--- src/rtl/cordic_polar_decim.sv ---
// cordic_polar_decim: block averager for CORDIC vectoring-mode output.
// Each block of 2^k samples becomes one magnitude/phase pair. Phase is
// accumulated as signed offsets from the block's first sample, so a cluster
// that straddles the 0/360 degree seam still averages to the right angle.
module cordic_polar_decim #(
  parameter int WIDTH    = 18,
  parameter int MAX_LOG2 = 8
) (
  input  logic             clk,
  input  logic             rst_n,
  input  logic             valid_i,
  input  logic [WIDTH-1:0] mag_i,
  input  logic [WIDTH:0]   phase_i,
  input  logic [3:0]       decim_log2_i,
  input  logic             sync_i,
  output logic             valid_o,
  output logic [WIDTH-1:0] mag_o,
  output logic [WIDTH:0]   phase_o
);

  localparam int WP  = WIDTH + 1;             // phase width
  localparam int MSW = WIDTH + MAX_LOG2;      // magnitude accumulator width
  localparam int PSW = WIDTH + 1 + MAX_LOG2;  // phase-offset accumulator width
  localparam int CW  = MAX_LOG2 + 1;          // sample counter must reach 2^MAX_LOG2
  localparam logic [3:0] KMAX = 4'(MAX_LOG2);

  typedef enum logic {IDLE, ACC} state_e;

  state_e                  state_q, state_d;
  logic [3:0]              k_q, k_d;
  logic [WP-1:0]           base_q, base_d;
  logic [MSW-1:0]          mag_sum_q, mag_sum_d;
  logic signed [PSW-1:0]   ph_sum_q, ph_sum_d;
  logic [CW-1:0]           cnt_q, cnt_d;
  logic                    valid_q, valid_d;
  logic [WIDTH-1:0]        mag_q, mag_d;
  logic [WP-1:0]           phase_q, phase_d;

  logic                    start;
  logic                    done;
  logic [3:0]              k_req;
  logic signed [WP-1:0]    diff;

  // Floor average of the unsigned magnitude sum.
  function automatic logic [WIDTH-1:0] avg_mag(input logic [MSW-1:0] sum,
                                               input logic [3:0] k);
    return WIDTH'(sum >> k);
  endfunction

  // Mean offset (floored toward -inf) added back to the block's reference
  // phase; truncation to WP bits gives the modulo-360 wrap.
  function automatic logic [WP-1:0] avg_phase(input logic [WP-1:0] base_ph,
                                              input logic signed [PSW-1:0] sum,
                                              input logic [3:0] k);
    logic signed [PSW-1:0] mean;
    mean = sum >>> k;
    return WP'(PSW'(base_ph) + mean);
  endfunction

  // Next-state logic: block start, accumulation, sync discard and completion.
  always_comb begin
    state_d   = state_q;
    k_d       = k_q;
    base_d    = base_q;
    mag_sum_d = mag_sum_q;
    ph_sum_d  = ph_sum_q;
    cnt_d     = cnt_q;
    valid_d   = 1'b0;
    mag_d     = mag_q;
    phase_d   = phase_q;
    done      = 1'b0;
    // Offset from the reference, wrapped into the signed +/-180 degree range.
    diff      = phase_i - base_q;
    k_req     = (decim_log2_i > KMAX) ? KMAX : decim_log2_i;
    // A sample arriving with sync always opens a fresh block.
    start     = valid_i && ((state_q == IDLE) || sync_i);

    if (start) begin
      k_d       = k_req;
      base_d    = phase_i;
      mag_sum_d = MSW'(mag_i);
      ph_sum_d  = '0;
      cnt_d     = CW'(1);
      done      = (k_req == 4'd0);
      state_d   = done ? IDLE : ACC;
    end else if (sync_i) begin
      state_d   = IDLE;
      mag_sum_d = '0;
      ph_sum_d  = '0;
      cnt_d     = '0;
    end else if (valid_i) begin
      mag_sum_d = mag_sum_q + MSW'(mag_i);
      ph_sum_d  = ph_sum_q + PSW'(diff);
      cnt_d     = cnt_q + CW'(1);
      done      = (cnt_d == (CW'(1) << k_q));
      if (done) state_d = IDLE;
    end

    if (done) begin
      valid_d = 1'b1;
      mag_d   = avg_mag(mag_sum_d, k_d);
      phase_d = avg_phase(base_d, ph_sum_d, k_d);
    end
  end

  // State, accumulators and registered outputs; all cleared on reset.
  always_ff @(posedge clk or negedge rst_n) begin
    if (!rst_n) begin
      state_q   <= IDLE;
      k_q       <= '0;
      base_q    <= '0;
      mag_sum_q <= '0;
      ph_sum_q  <= '0;
      cnt_q     <= '0;
      valid_q   <= 1'b0;
      mag_q     <= '0;
      phase_q   <= '0;
    end else begin
      state_q   <= state_d;
      k_q       <= k_d;
      base_q    <= base_d;
      mag_sum_q <= mag_sum_d;
      ph_sum_q  <= ph_sum_d;
      cnt_q     <= cnt_d;
      valid_q   <= valid_d;
      mag_q     <= mag_d;
      phase_q   <= phase_d;
    end
  end

  assign valid_o = valid_q;
  assign mag_o   = mag_q;
  assign phase_o = phase_q;

endmodule

--- config.mk ---
export PLATFORM = sky130hd
export DESIGN_NAME = cordic_polar_decim
export DESIGN_NICKNAME = d
export VERILOG_FILES = /design/src/rtl/cordic_polar_decim.sv
export SDC_FILE = /design/constraint.sdc
export NUM_CORES = 1
export LEC_CHECK = 0
export ABC_AREA = 1
export BUFFER_PORTS_ARGS = -buffer_cell sky130_fd_sc_hd__buf_2
export CAP_MARGIN = 20
export CORE_AREA = 10 10 158 160
export DETAILED_ROUTE_END_ITERATION = 6
export DIE_AREA = 0 0 168 170
export HOLD_SLACK_MARGIN = 0.05
export PLACE_DENSITY = 0.78
export SLEW_MARGIN = 20
export SYNTH_ARGS = -nofsm -noshare
export SYNTH_HDL_FRONTEND = slang
export SYNTH_SLANG_ARGS = --single-unit
--- constraint.sdc ---
create_clock -name clk -period 5.55 [get_ports clk]
set_input_delay 0.8325 -clock clk [delete_from_list [all_inputs] [get_ports clk]]
set_output_delay 0.8325 -clock clk [all_outputs]
set_load 0.1 [all_outputs]
==> results of run 1 <==
## how the worst max path moves through the flow
stage | cells past startpoint | endpoint | from | slack, ns
6_report | 44 | phase_o[15] | phase_i[2] | -0.21
5_1_grt | 46 | phase_o[16] | phase_i[2] | -0.63
4_1_cts | 44 | phase_o[15] | phase_i[2] | -0.04
3_5_place_dp | 39 | phase_o[15] | phase_i[4] | -0.89
3_3_place_gp | 41 | phase_o[15] | phase_i[2] | -0.83
2_1_floorplan | 42 | phase_o[15] | phase_i[8] | 0.005
## report_power, final
part	switching (mW)	internal, mW
clock	0.507	0.725
sequential	0.129	1.11
combinational	3.13	1.63
## synth_stat cells (all sizes together), types with 2 or more instances
library cell,instances
nor4,4
a21o,5
o22ai,11
xor2,29
a31o,2
mux2i,4
o31ai,2
ha,85
a31oi,12
nand4,25
dfrtp,124
o21ai,148
buf,35
a21oi,111
nor2,193
nand2,598
inv,225
o21a,6
a21boi,3
a211oi,2
o211ai,12
nor3,14
or2,6
nand3b,3
fa,4
xnor2,25
nand3,237
and3,2
clkbuf,30
and2,3
## stage by stage
step	setup WS, ns	area [um2]	cells	hold WS [ns]
floorplan	0.00525	12200	1967	0.498
global placement	-0.832	14300	2469	0.454
detailed placement	-0.889	14300	2469	0.455
CTS	-0.0425	15400	2519	0.405
global route	-0.628	16000	2537	0.423
finish	-0.213	16000	2537	0.376
## layout make-up
| type | count | area (um2) |
|---|---|---|
| clock buffers | 17 | 425 |
| fillers | 1752 | 5700 |
| inverters | 226 | 848 |
| repair buffers | 323 | 2240 |
| flip-flops and latches | 124 | 3100 |
| well taps | 280 | 350 |
| multi-input cells | 1552 | 8810 |
| clock inverters | 15 | 205 |
## layer usage
layer | vias up | global-route usage (%)
li1 | 7001 | -
met1 | 6670 | 35.5
met2 | 607 | 50.9
met3 | 104 | 4.24
met4 | 0 | 9.16
met5 | - | 0
## cell families (layout without fill, tap and decap cells)
family | Yosys count | after routing | share of synthesized area (%)
xor gates and xnor gates | 54 | 54 | 3.88
muxes | 4 | 4 | 0.329
buffers and inverters | 291 | 581 | 9.42
DFF | 124 | 124 | 25.5
and+or+nand+nor | 1087 | 1087 | 37.2
adders and majority gates | 89 | 89 | 9.39
AOI/OAI and AO/OA | 318 | 318 | 14.3
## flip-flops by register name (all words and copies together), names as in the netlist
name and cells:
ph_sum_q 27, mag_sum_q 26, base_q 19, phase_o 19, mag_o 18, cnt_q 9
k_q 4, state_q 1, valid_o 1
## repair_timing
item,4_1_cts,5_1_grt
pin swaps,37,66
cloned,0,0
endpoints found under the setup margin,14,17
hold endpoints to repair,0,0
resized for setup,104,114
setup buffers,18,20
==> metrics.yaml, run 1 <==
track_usage_pct: 28.9
fin_ws_ns: -0.213
hold_class: "input pin to async pin"
crit_family: "compound AO/OA/AOI/OAI gates"
ff2ff_path_depth: 44
r2r-start: "base_q[2]"
crit_fanout: 4
htree_levels: 4
antennaDiodeCount: 0
synth_edf_count: 0
postRouteWirelength_um: 43500
fin_setup_tns_ns: -0.961
fmax_ghz: 0.174
die_y_um: 170
worst_pin_slew_ns: 0.816
status: "complete, but fails checks"
avgSynthCellArea_um2: 6.19
drv_slew: 0
power_density_nw_per_um2: 452
numCtsBuffers: 17
drc: 0
wl_met1_um: 18100
gp_congestion: 0.961
violations: "setup timing"
skew_ns: 0.0159
via_per_inst: 5.67
grt_pass1_vias: 13800
yosysWarningCount: 0
syn_area_um2: 12200
final_cell_mix: "nand2_1 (558), buf_4 (241), nand3_1 (211)"
dieArea_um2: 28600
fin_util_pct: 73.7
cts.sinks: 124
cpPeakStageDelay_ns: 0.27
synth_top_area_share_pct: 25.5
end_kind: "flip-flop"
ys.flop_type: "dfrtp_1"
setup_violations: 7
die_w_um: 168
grt_pass1_wl_um: 68500
grt_max_degree: 50
coreArea_um2: 21700
top_layer: "met4"
ios: 83
clockRootBuffer: "clkbuf_16"
drtIter0Drc: 1383
cp_data_arrival_time_ns: 6.05
ant_nets: 0
relSlewSlack_pct: 45.2
clk-insertion-delay-late_ns: 0.44
synth_seq_area_share_pct: 25.5
dp_hpwl_um: 31900
nets: 2378
first_pass_iters: 6
p_total_mw: 7.22
synthTopCellsByArea: "dfrtp_1 (25%), nand2_1 (18%), nand3_1 (9.7%), ha_1 (8.7%), inv_1 (6.7%)"
rsz0062_at_grt: "yes"
cts.path.max_buffers: 2
syn_inst: 1967
syn2layout_area_growth_pct: 31.3
r2r_setup_slack_ns: -0.15
synthesis.nets: 2101
synth_top_cell_by_area: "dfrtp_1"
timing.final.crit_share_pct: 104
r2r_end: "phase_o[15]"
cts.clk_slew.worst_paths_ns: 0.07
initial_core_util_pct: 56.1
vdd_drop_max_mv: 0.678
path_class: "input pin to flip-flop"
vias: 14400
critPathBufInv: 5
ys_ff_latch: 124
yosysUniqueCellTypes: 47
cts_hold_buf: 0
p_leak_nw: 8.48
row_count: 54
wl_met2_um: 21200
drive_gt1_share_pct: 24.2
cts_tree: "built"
antenna_found_initial: 0
io_buffers: 82
worstSetupStartpointType: "input pin"
finalHoldViolations: 0
critical-path-slowest-cell: "ha_4"
drt-wirelength-per-cell_um: 17.2
drv_cap: 0
cp.required_ns: 5.84
async_flop_share_pct: 100
gr-total-overflow: 0
dr_wl_met3_um: 2980
cpMostUsedCell: "nand2_1"
fin_crit_ns: 5.76
final_common_cell: "nand2_1"
(Power assumes the default switching activity.)
==> run 2, diff against run 1 <==
--- a/config.mk
+++ b/config.mk
@@ -8,12 +8,13 @@
 export ABC_AREA = 1
 export BUFFER_PORTS_ARGS = -buffer_cell sky130_fd_sc_hd__buf_2
 export CAP_MARGIN = 20
-export CORE_AREA = 10 10 158 160
+export CORE_AREA = 10 10 145 147
 export DETAILED_ROUTE_END_ITERATION = 6
-export DIE_AREA = 0 0 168 170
+export DIE_AREA = 0 0 155 157
 export HOLD_SLACK_MARGIN = 0.05
-export PLACE_DENSITY = 0.78
+export PLACE_DENSITY = 0.87
 export SLEW_MARGIN = 20
 export SYNTH_ARGS = -nofsm -noshare
 export SYNTH_HDL_FRONTEND = slang
 export SYNTH_SLANG_ARGS = --single-unit
+export TNS_END_PERCENT = 20
==> constraint.sdc (replaced) <==
create_clock -name clk -period 6.75 [get_ports clk]
set_input_delay 1.0125 -clock clk [delete_from_list [all_inputs] [get_ports clk]]
set_output_delay 1.0125 -clock clk [all_outputs]
set_load 0.1 [all_outputs]
==> metrics.yaml, run 2 (same netlist as run 1, synthesis figures left out) <==
track_usage_pct: 31.4  # +2.5 points
ff2ff_path_depth: 40  # -9.1%
postRouteWirelength_um: 39900  # -8.2%
syn2layout_area_growth_pct: 11.8
gr-total-overflow: 0  # unchanged
critical-path-slowest-cell: "ha_1"
drt-wirelength-per-cell_um: 17.5  # +2.0%
regMostFlops: "ph_sum_q"
hold_end: "phase_o[1]"
cts.clk_slew.worst_paths_ns: 0.07  # about the same
holdWs_ns: 0.482  # +0.106 ns
drtIter0Drc: 1285  # -7.1%
fmax_ghz: 0.155
cpPeakStageDelay_ns: 0.42  # +0.15 ns
p_leak_nw: 7.29  # -14%
timing.final.crit_share_pct: 95.6
cp_data_arrival_time_ns: 6.80  # +0.75 ns
htree_levels: 4  # unchanged
fin_setup_tns_ns: 0  # +0.961 ns
io_buffers: 82  # unchanged
r2r-start: "base_q[5]"
vdd_drop_max_mv: 0.498  # -27%
finalHoldViolations: 0  # unchanged
dieArea_um2: 24300  # -15%
hold_class: "flip-flop to flip-flop"
skew_ns: 0.0161  # +0.000210 ns
via_per_inst: 6.00  # +5.8%
status: "complete, no violations"
clockRootBuffer: "clkbuf_16"
nets: 2169  # -8.8%
vias: 13700  # -4.8%
fin_crit_ns: 6.46
drive_gt1_share_pct: 9.81  # -14 points
cts.path.max_buffers: 2  # unchanged
cts.sinks: 124  # unchanged
end_kind: "flip-flop"
setup_violations: 0  # -7
p_comb_share_pct: 62.0  # -3.8 points
p_sw_mw: 2.86  # -24%
initial_core_util_pct: 66.4  # +10 points
ios: 83  # unchanged
clk-insertion-delay-late_ns: 0.44  # about the same
row_count: 50  # -7.4%
r2r_setup_slack_ns: 0.60  # +0.75 ns
largestRegisters: "ph_sum_q x27, mag_sum_q x26"
drc: 0  # unchanged
seq_area_um2: 3100  # unchanged
grt_max_degree: 88  # +76%
gp_congestion: 1.00  # +4.2%
whs_path_depth: 2
internal_power_mw: 2.23  # -35%
fill_cells: 1560  # -11%
ant_nets: 0  # unchanged
fin_util_pct: 74.3  # +0.59 points
coreArea_um2: 18300  # -15%
antennaDiodeCount: 0  # unchanged
die_y_um: 157  # -7.6%
largest_reg_flops: 27  # unchanged
final_cell_mix: "nand2_1 (594), nand3_1 (232), inv_1 (216)"
clock_power_share_pct: 18.2  # +1.1 points
power_density_nw_per_um2: 374  # -17%
worstSetupStartpointType: "input pin"
cts_hold_buf: 0  # unchanged
worstHoldStart: "phase_o[1]"
numCtsBuffers: 17  # unchanged
cp.required_ns: 7.09  # +1.25 ns
drv_cap: 0  # unchanged
drv_slew: 0  # unchanged
crit_fanout: 6  # +2
multi_input_area_um2: 8140  # -7.6%
relSlewSlack_pct: 35.9  # -9.4 points
die_w_um: 155  # -7.7%
final_common_cell: "nand2_1"
first_pass_iters: 7  # +1
grt_pass1_wl_um: 62700  # -8.5%
worst_pin_slew_ns: 0.960  # +0.144 ns
swShare_pct: 56.2  # +4.1 points
path_class: "input pin to flip-flop"
cpMostUsedCell: "nand2_1"
r2r_end: "phase_o[16]"
grt_pass1_vias: 12600  # -8.7%
power_frac_seq_pct: 19.8  # +2.7 points
antenna_found_initial: 0  # unchanged
dp_hpwl_um: 30000  # -6.0%
cts_tree: "built"
run 2: critical path, delay by kind of cell:
family | cells | cell delay [ns]
compound gates | 6 | 1.05
fa+ha+maj | 3 | 1.15
buf+inv | 4 | 0.55
simple gates | 28 | 3.02
run 2: cell type report:
type                            instances  share of cell area [%]
Clock buffer                           17                    3.12
Clock inverter                         15                    1.11
Inverter                              226                    6.26
Multi-Input combinational cell       1552                    59.8
Sequential cell                       124                    22.8
Tap cell                              234                    2.15
Timing Repair Buffer                  114                    4.78
run 2: worst max path at each step:
stage                  end       start  cells after the start
2_1_floorplan  phase_o[15]  phase_i[2]                     44
3_3_place_gp   phase_o[15]  phase_i[4]                     39
3_5_place_dp   phase_o[15]  phase_i[6]                     39
4_1_cts        phase_o[15]  phase_i[6]                     43
5_1_grt        phase_o[16]  phase_i[9]                     41
6_report       phase_o[16]  phase_i[9]                     41
run 2: repair_timing:
item / 4_1_cts / 5_1_grt
endpoints found under the setup margin: 0 / 11
gates resized for setup: 0 / 48
buffers inserted: 0 / 6
run 2: routing by layer:
layer  part of all wire [%]  track usage [%]
met1                     40             38.2
met2                     48             53.1
met3                    7.7             4.61
met4                    4.7             15.6
met5                      0                0
run 2: metrics by stage:
stage / instances / instance area [um2] / power (mW) / setup WS [ns]
final: 2282 / 13600 / 5.10 / 0.295
after global routing: 2282 / 13600 / 5.39 / -0.147
after CTS: 2276 / 13400 / 4.95 / 0.233
after floorplan: 1967 / 12200 / 3.31 / 0.828
after global placement: 2244 / 12800 / 3.97 / 0.0235
after detailed placement: 2244 / 12800 / 4.02 / -0.193
run 2: power groups by stage:
stage / clock (mW) / combinational (mW) / sequential, mW
global placement: 0 / 2.96 / 1.01
floorplan: 0 / 1.51 / 1.80
global route: 0.957 / 3.41 / 1.02
detailed placement: 0 / 3.01 / 1.01
CTS: 0.921 / 3.03 / 1.00
finish: 0.930 / 3.16 / 1.01
